**config.mk**
```make
export PLATFORM = sky130hd
export DESIGN_NAME = fmpad_1d_stream
export DESIGN_NICKNAME = d
export VERILOG_FILES = /design/src/rtl/fmpad_pkg.sv /design/src/rtl/fmpad_skid_buffer.sv /design/src/rtl/fmpad_1d_stream.sv
export SDC_FILE = /design/constraint.sdc
export NUM_CORES = 1
export LEC_CHECK = 0
export CORE_MARGIN = 2
export CORE_UTILIZATION = 40
export DETAILED_ROUTE_END_ITERATION = 10
export GPL_TIMING_DRIVEN = 0
export PLACE_DENSITY = 0.69
export SETUP_SLACK_MARGIN = 0.02
export SKIP_CTS_REPAIR_TIMING = 1
export SLEW_MARGIN = 10
export SYNTH_ARGS = -nofsm -noshare
export SYNTH_HDL_FRONTEND = slang
export SYNTH_SLANG_ARGS = --single-unit
```
**constraint.sdc**
```tcl
create_clock -name ap_clk -period 4.6 [get_ports ap_clk]
set_input_delay 0.92 -clock ap_clk [delete_from_list [all_inputs] [get_ports ap_clk]]
set_output_delay 0.92 -clock ap_clk [all_outputs]
set_load 0.01 [all_outputs]
```
**src/rtl/fmpad_pkg.sv**
```systemverilog
// fmpad_pkg: shared FSM state type, runtime pad-count width and counter sizing helper.
package fmpad_pkg;

    typedef enum logic [1:0] {S_LEFT, S_BODY, S_RIGHT} fmpad_state_e;

    localparam int PAD_CNT_W = 16;

    function automatic int max2(input int a, input int b);
        return a > b ? a : b;
    endfunction

    function automatic int cnt_width(input int in_len, input int pad_left, input int pad_right);
        return $clog2(max2(in_len, max2(pad_left, pad_right)) + 1);
    endfunction

endpackage

```
**src/rtl/fmpad_skid_buffer.sv**
```systemverilog
// fmpad_skid_buffer: 2-entry skid with registered output and registered has_room,
// so the upstream ready never depends combinationally on out_ready.
module fmpad_skid_buffer #(
    parameter int WIDTH = 16
) (
    input  logic             ap_clk,
    input  logic             ap_rst,
    input  logic             in_valid,
    input  logic [WIDTH-1:0] in_data,
    output logic             has_room,
    output logic             out_valid,
    input  logic             out_ready,
    output logic [WIDTH-1:0] out_data
);

    logic             skid_valid;
    logic [WIDTH-1:0] skid_data;
    logic             in_fire;

    assign has_room = !skid_valid;
    assign in_fire  = in_valid && has_room;

    // The skid entry only fills while the output register is stalled.
    always_ff @(posedge ap_clk) begin
        if (ap_rst) begin
            out_valid  <= 1'b0;
            out_data   <= '0;
            skid_valid <= 1'b0;
            skid_data  <= '0;
        end else if (!out_valid || out_ready) begin
            out_valid  <= skid_valid || in_fire;
            out_data   <= skid_valid ? skid_data : in_fire ? in_data : out_data;
            skid_valid <= 1'b0;
        end else if (in_fire) begin
            skid_valid <= 1'b1;
            skid_data  <= in_data;
        end
    end

endmodule

```
**src/rtl/fmpad_1d_stream.sv**
```systemverilog
// fmpad_1d_stream: zero-pads a channel-folded 1D feature-map stream with PAD_LEFT/PAD_RIGHT pixels per frame.
// Optional FMPAD_RUNTIME_CFG_EN adds runtime pad lengths applied at frame boundaries.
module fmpad_1d_stream
    import fmpad_pkg::*;
#(
    parameter int BIT_WIDTH    = 8,
    parameter int SIMD         = 2,
    parameter int NUM_CHANNELS = 2,
    parameter int IN_LEN       = 1024,
    parameter int PAD_LEFT     = 1,
    parameter int PAD_RIGHT    = 1
) (
    input  logic                      ap_clk,
    input  logic                      ap_rst,
    input  logic                      in0_V_TVALID,
    output logic                      in0_V_TREADY,
    input  logic [BIT_WIDTH*SIMD-1:0] in0_V_TDATA,
    output logic                      out_V_TVALID,
    input  logic                      out_V_TREADY,
    output logic [BIT_WIDTH*SIMD-1:0] out_V_TDATA
`ifdef FMPAD_RUNTIME_CFG_EN
    ,
    input  logic [PAD_CNT_W-1:0]      cfg_pad_left,
    input  logic [PAD_CNT_W-1:0]      cfg_pad_right,
    input  logic                      cfg_valid
`endif
);

    localparam int DW     = BIT_WIDTH * SIMD;
    localparam int CF     = NUM_CHANNELS / SIMD;
    localparam int FW     = CF > 1 ? $clog2(CF) : 1;
    localparam int BASE_W = cnt_width(IN_LEN, PAD_LEFT, PAD_RIGHT);
`ifdef FMPAD_RUNTIME_CFG_EN
    localparam int CNT_W  = BASE_W > PAD_CNT_W ? BASE_W : PAD_CNT_W;
`else
    localparam int CNT_W  = BASE_W;
`endif

    if (NUM_CHANNELS % SIMD != 0 || CF < 1) begin : g_bad_fold
        $error("fmpad_1d_stream: NUM_CHANNELS must be a non-zero multiple of SIMD");
    end
    if (IN_LEN < 1 || PAD_LEFT < 0 || PAD_RIGHT < 0) begin : g_bad_len
        $error("fmpad_1d_stream: IN_LEN must be >= 1 and pads >= 0");
    end

    fmpad_state_e     state, state_nxt, first_region;
    logic [FW-1:0]    fold_cnt, fold_nxt;
    logic [CNT_W-1:0] pix_cnt, pix_nxt, region_last;
    logic [CNT_W-1:0] pad_left, pad_right, nxt_left;
    logic             has_room, gen_valid, gen_fire, fold_last;
    logic             region_end, frame_end, at_boundary;
    logic [DW-1:0]    gen_data;

`ifdef FMPAD_RUNTIME_CFG_EN
    logic [CNT_W-1:0] sh_left, sh_right;

    // Shadow regs catch cfg at any time; active regs only move between frames.
    always_ff @(posedge ap_clk) begin
        if (ap_rst) begin
            pad_left  <= CNT_W'(PAD_LEFT);
            pad_right <= CNT_W'(PAD_RIGHT);
            sh_left   <= CNT_W'(PAD_LEFT);
            sh_right  <= CNT_W'(PAD_RIGHT);
        end else begin
            if (cfg_valid) begin
                sh_left  <= CNT_W'(cfg_pad_left);
                sh_right <= CNT_W'(cfg_pad_right);
            end
            if (frame_end || at_boundary) begin
                pad_left  <= sh_left;
                pad_right <= sh_right;
            end
        end
    end

    assign nxt_left = sh_left;
`else
    assign pad_left  = CNT_W'(PAD_LEFT);
    assign pad_right = CNT_W'(PAD_RIGHT);
    assign nxt_left  = pad_left;
`endif

    always_comb begin
        gen_valid    = state != S_BODY || in0_V_TVALID;
        gen_fire     = gen_valid && has_room;
        gen_data     = state == S_BODY ? in0_V_TDATA : '0;
        fold_last    = fold_cnt == FW'(CF - 1);
        region_last  = state == S_LEFT ? pad_left - 1'b1 :
                       state == S_RIGHT ? pad_right - 1'b1 : CNT_W'(IN_LEN - 1);
        region_end   = gen_fire && fold_last && pix_cnt == region_last;
        frame_end    = region_end && (state == S_RIGHT || (state == S_BODY && pad_right == '0));
        // Start of a frame with nothing produced yet: safe point to adopt new pad lengths.
        at_boundary  = !gen_fire && pix_cnt == '0 && fold_cnt == '0 &&
                       state == (pad_left != '0 ? S_LEFT : S_BODY);
        first_region = nxt_left != '0 ? S_LEFT : S_BODY;
        fold_nxt     = !gen_fire ? fold_cnt : fold_last ? '0 : fold_cnt + 1'b1;
        pix_nxt      = !(gen_fire && fold_last) ? pix_cnt : region_end ? '0 : pix_cnt + 1'b1;
        state_nxt    = !region_end ? (at_boundary ? first_region : state) :
                       state == S_LEFT ? S_BODY :
                       (state == S_BODY && pad_right != '0) ? S_RIGHT : first_region;
    end

    always_ff @(posedge ap_clk) begin
        if (ap_rst) begin
            state    <= PAD_LEFT != 0 ? S_LEFT : S_BODY;
            fold_cnt <= '0;
            pix_cnt  <= '0;
        end else begin
            state    <= state_nxt;
            fold_cnt <= fold_nxt;
            pix_cnt  <= pix_nxt;
        end
    end

    assign in0_V_TREADY = !ap_rst && state == S_BODY && has_room;

    fmpad_skid_buffer #(.WIDTH(DW)) u_skid (
        .ap_clk   (ap_clk),
        .ap_rst   (ap_rst),
        .in_valid (gen_valid),
        .in_data  (gen_data),
        .has_room (has_room),
        .out_valid(out_V_TVALID),
        .out_ready(out_V_TREADY),
        .out_data (out_V_TDATA)
    );

endmodule

```
==> results of run 1 <==
-- report_power, final --
group / switching, mW / internal (mW)
Clock: 0.144 / 0.107
Combinational: 0.255 / 0.199
Sequential: 0.0461 / 0.468
-- cell families (layout without fill, tap and decap cells) --
kind of cell	count (synthesis)	in the layout	share of synthesized area
AND/OR/NAND/NOR	133	133	0.316
XOR/XNOR	6	6	0.0248
AO/OA/AOI/OAI	44	44	0.152
adder cells (fa/ha/maj)	2	2	0.0118
flip-flops	47	47	0.445
multiplexers	1	1	0.00473
buffers and inverters	23	68	0.0455
-- worst max-delay path: cells and delay by family --
kind                   cells  cell delay, ps
AND/OR/NAND/NOR            1             110
buffers and inverters      4            1950
-- per-stage QoR --
step	cell area (µm²)	std cells	setup WS, ps	utilization	hold WS (ps)
6_report	2660	371	695	0.521	459
5_1_grt	2660	371	545	0.521	473
4_1_cts	2660	371	697	0.521	458
3_5_place_dp	2570	363	701	0.504	446
3_3_place_gp	2570	363	695	0.504	442
2_1_floorplan	2120	256	2060	-	436
-- metal layers --
metal  wire [µm]  part of all wire  vias up  track usage
li1            -                 -     1010            -
met1        2480              0.48      960        0.248
met2        2440              0.47       40        0.296
met3         196             0.038        7       0.0294
met4          65             0.013        0       0.0545
met5           0                 0        -            0
-- how the worst max path moves through the flow --
stage                   end  cells past startpoint  slack, ps
2_1_floorplan  in0_V_TREADY                      3       2060
3_3_place_gp   in0_V_TREADY                      5        700
3_5_place_dp   in0_V_TREADY                      5        700
4_1_cts        in0_V_TREADY                      5        700
5_1_grt        in0_V_TREADY                      5        540
6_report       in0_V_TREADY                      5        700
-- cell type report --
class                   instances  area (µm²)
fillers                       521        2450
well taps                      70        87.6
inverters                       3        11.3
flip-flops and latches         47         941
repair buffers                 37         370
plain buffers                  20        85.1
clock inverters                 3        18.8
multi-input cells             186        1080
clock buffers                   5        68.8
-- flip-flops by register name, summed over array words and instances (netlist names) --
| name | cells |
|---|---|
| u_skid.out_valid | 1 |
| pix_cnt | 11 |
| u_skid.skid_data | 16 |
| u_skid.out_data | 16 |
| state | 2 |
| u_skid.skid_valid | 1 |
-- cells in the final DEF (no fill, tap or decap), types with 3 or more instances in the layout --
| cell | instances |
|---|---|
| nor2_1 | 19 |
| xnor2_1 | 4 |
| o21ai_0 | 4 |
| clkbuf_8 | 5 |
| clkdlybuf4s50_1 | 37 |
| nand2_1 | 39 |
| nor4_1 | 5 |
| clkbuf_1 | 17 |
| nand3_1 | 40 |
| nor3_1 | 9 |
| or3_1 | 6 |
| a311oi_1 | 16 |
| inv_1 | 3 |
| dfxtp_1 | 47 |
| a21oi_1 | 18 |
==> results.yml, run 1 <==
outcome:
  status: "complete, no violations"
synth:
  ys.flop_type: "dfxtp_1"
  synth_commonest_cells: "dfxtp_1 (47), nand3_1 (40), nand2_1 (39), nor2_1 (19), a21oi_1 (18)"
  synth_cells: 256
  synth_top_cell_area_share: 0.445
  synth.cell_area_um2: 2120
  yosysMostFrequentCell: "dfxtp_1"
  avgSynthCellArea_um2: 8.26
  async_flop_share: 0
  synthTopCellsByArea: "dfxtp_1 (44%), nand3_1 (9.5%), nand2_1 (6.9%)"
  ys_seq_elements: 47
  ys_seq_area_frac: 0.445
  synth_top_area_cell: "dfxtp_1"
  synth_edf_count: 0
  ys_types: 35
  synth_nets: 278
  yosysWarnings: 0
floorplan:
  die_h_um: 76.7
  core_area_um2: 5110
  io_pins: 38
  die_w_um: 76.7
  std_cell_rows: 26
  die-area_um2: 5890
  initial_core_util: 0.414
cts:
  clkTransAtPathRegs_ps: 90
  cts_buffers: 5
  insertion_delay_ps: 300
  cts_tree: "done"
  cts.sinks: 47
  cts_max_path_buffers: 2
  cts-root-buf: "clkbuf_8"
  cts_htree_levels: 2
critical_path:
  worst_setup_path_end_kind: "primary output"
  critical_path_arrival_ps: 2980
  worstReg2RegStart: "state[0]$_SDFFE_PP0P_"
  r2r-end: "u_skid.skid_data[13]$_SDFFE_PP0P_"
  cpPeakStageDelay_ps: 540
  critPathRequiredTime_ps: 3680
  crit_type: "input port to primary output"
  startpoint: "ap_rst"
  reg2reg_depth: 5
  path_cells: "clkdlybuf4s50_1 > clkbuf_1 > clkbuf_1 > nor2_1 > clkdlybuf4s50_1"
  r2r_setup_slack_ps: 2640
  slowest_stage: "clkdlybuf4s50_1"
  startpoint_type: "input port"
  crit_fanout: 10
worst_hold_path:
  holdPathStages: 2
  holdPathEnd: "u_skid.skid_data[14]$_SDFFE_PP0P_"
  min-delay-path-class: "flip-flop to flip-flop"
  worstHoldStart: "u_skid.skid_data[14]$_SDFFE_PP0P_"
global_route:
  first_global_vias: 1868
  grt_max_degree: 16
  grt_overflow_total: 0
  antenna_found_initial: 0
  grt_first_pass_wirelength_mm: 8.74
  grt.total_usage: 0.182
cells_and_area:
  area_growth_syn_to_layout_pct: 25.8
  drive_above_1_share: 0.0631
  fin_nets: 322
  antennaDiodeCount: 0
power_and_ir_drop:
  power_density_nw_per_um2: 458
  max-vdd-ir-drop_mv: 0.214
  design_power_total_mw: 1.22
  p_leak_nw: 0.850
sta:
  hold_viol: 0
  min_period_ps: 3900
  fin_worst_skew_ps: 8.08
  fin_tns_setup_ps: 0
  maxSlewHeadroom: 0.451
  finalCritPeriodShare: 0.849
  tightest_slew_ps: 817
  finalSetupViolations: 0
  slew_violations: 0
  fmax_mhz: 256
  rsz0062_at_grt: "no"
job:
  cap_violations: 0
placed_design:
  gp_congestion: 0.831
  portBuffers: 37
  place_hpwl_mm: 3.68
drt:
  drtIter0Drc: 219
  detail_route.first_pass.iterations: 4
  vias: 2017
  wl_mm: 5.17
  antenna_left: 0
  route.detailed.drc: 0
  wl_per_cell_um: 13.9
  drt-vias-per-instance: 5.44
Note: power is estimated with default switching activity, not from simulation.
==> run 2, diff against run 1 <==
Settings changed: PLACE_DENSITY 0.69 to 0.71.
Clock period 4.6 ns to 3.5 ns, I/O delays scaled along.
==> results.yml, run 2 (synthesized netlist as in run 1, its figures left out) <==
outcome:
  status: "complete, no violations"
floorplan:
  die_w_um: 76.7
  die_h_um: 76.7
  std_cell_rows: 26
  die-area_um2: 5890
  io_pins: 38
  initial_core_util: 0.414
  core_area_um2: 5110
power_and_ir_drop:
  power_density_nw_per_um2: 598
  p_leak_nw: 0.852
  max-vdd-ir-drop_mv: 0.302
cells_and_area:
  area_growth_syn_to_layout_pct: 25.8
  final_cell_area_um2: 2660
  drive_above_1_share: 0.0633
  reg_top3: "u_skid.out_data (16), u_skid.skid_data (16), pix_cnt (11)"
  mostFrequentLayoutCells: "dfxtp_1 (47), nand3_1 (40), nand2_1 (39)"
  fin_nets: 322
  antennaDiodeCount: 0
  final_common_cell: "dfxtp_1"
cts:
  cts_buffers: 5
  clkTransAtPathRegs_ps: 80
  cts_max_path_buffers: 2
  cts.sinks: 47
  insertion_delay_ps: 300
  cts-root-buf: "clkbuf_8"
  cts_tree: "done"
  cts_htree_levels: 2
sta:
  tightest_slew_ps: 764
  fmax_mhz: 306
  hold_viol: 0
  finalSetupViolations: 0
  fin_worst_skew_ps: 4.36
  maxSlewHeadroom: 0.487
  fin_tns_setup_ps: 0
  rsz0062_at_grt: "no"
  finalCritPeriodShare: 0.933
  min_period_ps: 3260
  slew_violations: 0
critical_path:
  startpoint_type: "input port"
  critical_path_arrival_ps: 2560
  critPathRequiredTime_ps: 2800
  crit_fanout: 10
  crit_type: "input port to primary output"
  worst_setup_path_end_kind: "primary output"
global_route:
  first_global_vias: 1849
  grt_max_degree: 14
  antenna_found_initial: 0
  grt.total_usage: 0.186
  grt_first_pass_wirelength_mm: 8.78
  grt_overflow_total: 0
drt:
  route.detailed.drc: 0
  drt-vias-per-instance: 5.27
  drtIter0Drc: 117
  vias: 1950
  antenna_left: 0
  wl_mm: 5.02
  wl_per_cell_um: 13.6
  detail_route.first_pass.iterations: 4
job:
  cap_violations: 0
placed_design:
  place_hpwl_mm: 3.65
  placed_area_um2: 2570
  portBuffers: 37
  gp_congestion: 0.818
worst_hold_path:
  min-delay-path-class: "flip-flop to flip-flop"
[run 2: worst max-delay path, cell delays in order]
cell and delay [ps]:
clkdlybuf4s50_1 560, clkbuf_2 290, clkbuf_1 420, nor2_1 110
clkdlybuf4s50_1 490
[run 2: through the flow]
| stage | instances | power, mW | setup slack, ps | utilization | hold WS (ps) |
|---|---|---|---|---|---|
| after floorplan | 256 | 1.05 | 1400 | - | 436 |
| after global placement | 363 | 1.27 | 45.8 | 0.504 | 442 |
| after detailed placement | 363 | 1.28 | 51.5 | 0.504 | 447 |
| after CTS | 370 | 1.61 | 50.5 | 0.521 | 458 |
| after global routing | 370 | 1.70 | 116 | 0.521 | 476 |
| final | 370 | 1.59 | 236 | 0.521 | 457 |
[run 2: report_power, final]
group,total (mW),internal (mW),leakage [nW],switching [mW]
Combinational,0.584,0.261,0.422,0.323
Sequential,0.677,0.615,0.383,0.0619
Clock,0.333,0.155,0.0470,0.178
Total,1.59,1.03,0.852,0.563
[run 2: area by class of cell]
cell class	count	area, µm²
Inverter	3	11.3
Clock inverter	1	5.00
Tap cell	70	87.6
Buffer	20	86.3
Multi-Input combinational cell	186	1080
Timing Repair Buffer	37	370
Fill cell	534	2440
Clock buffer	6	82.6
Sequential cell	47	941
[run 2: routing by layer]
layer	track usage	up-vias	part of all wire	routed length [µm]
met2	0.289	44	0.48	2390
met1	0.253	893	0.47	2360
li1	-	1008	-	-
met3	0.0471	5	0.040	203
met4	0.0600	0	0.015	75
met5	0	-	0	0
[run 2: worst paths after layout]
kind	from	to	slack, ps	cells after the start
max	ap_rst	in0_V_TREADY	240	5
min	u_skid.skid_data[10]$_SDFFE_PP0P_	u_skid.skid_data[10]$_SDFFE_PP0P_	460	2
max reg2reg	u_skid.skid_valid$_SDFFE_PP0P_	u_skid.out_data[10]$_SDFFE_PP0P_	1570	5
min reg2reg	u_skid.skid_data[10]$_SDFFE_PP0P_	u_skid.skid_data[10]$_SDFFE_PP0P_	460	2
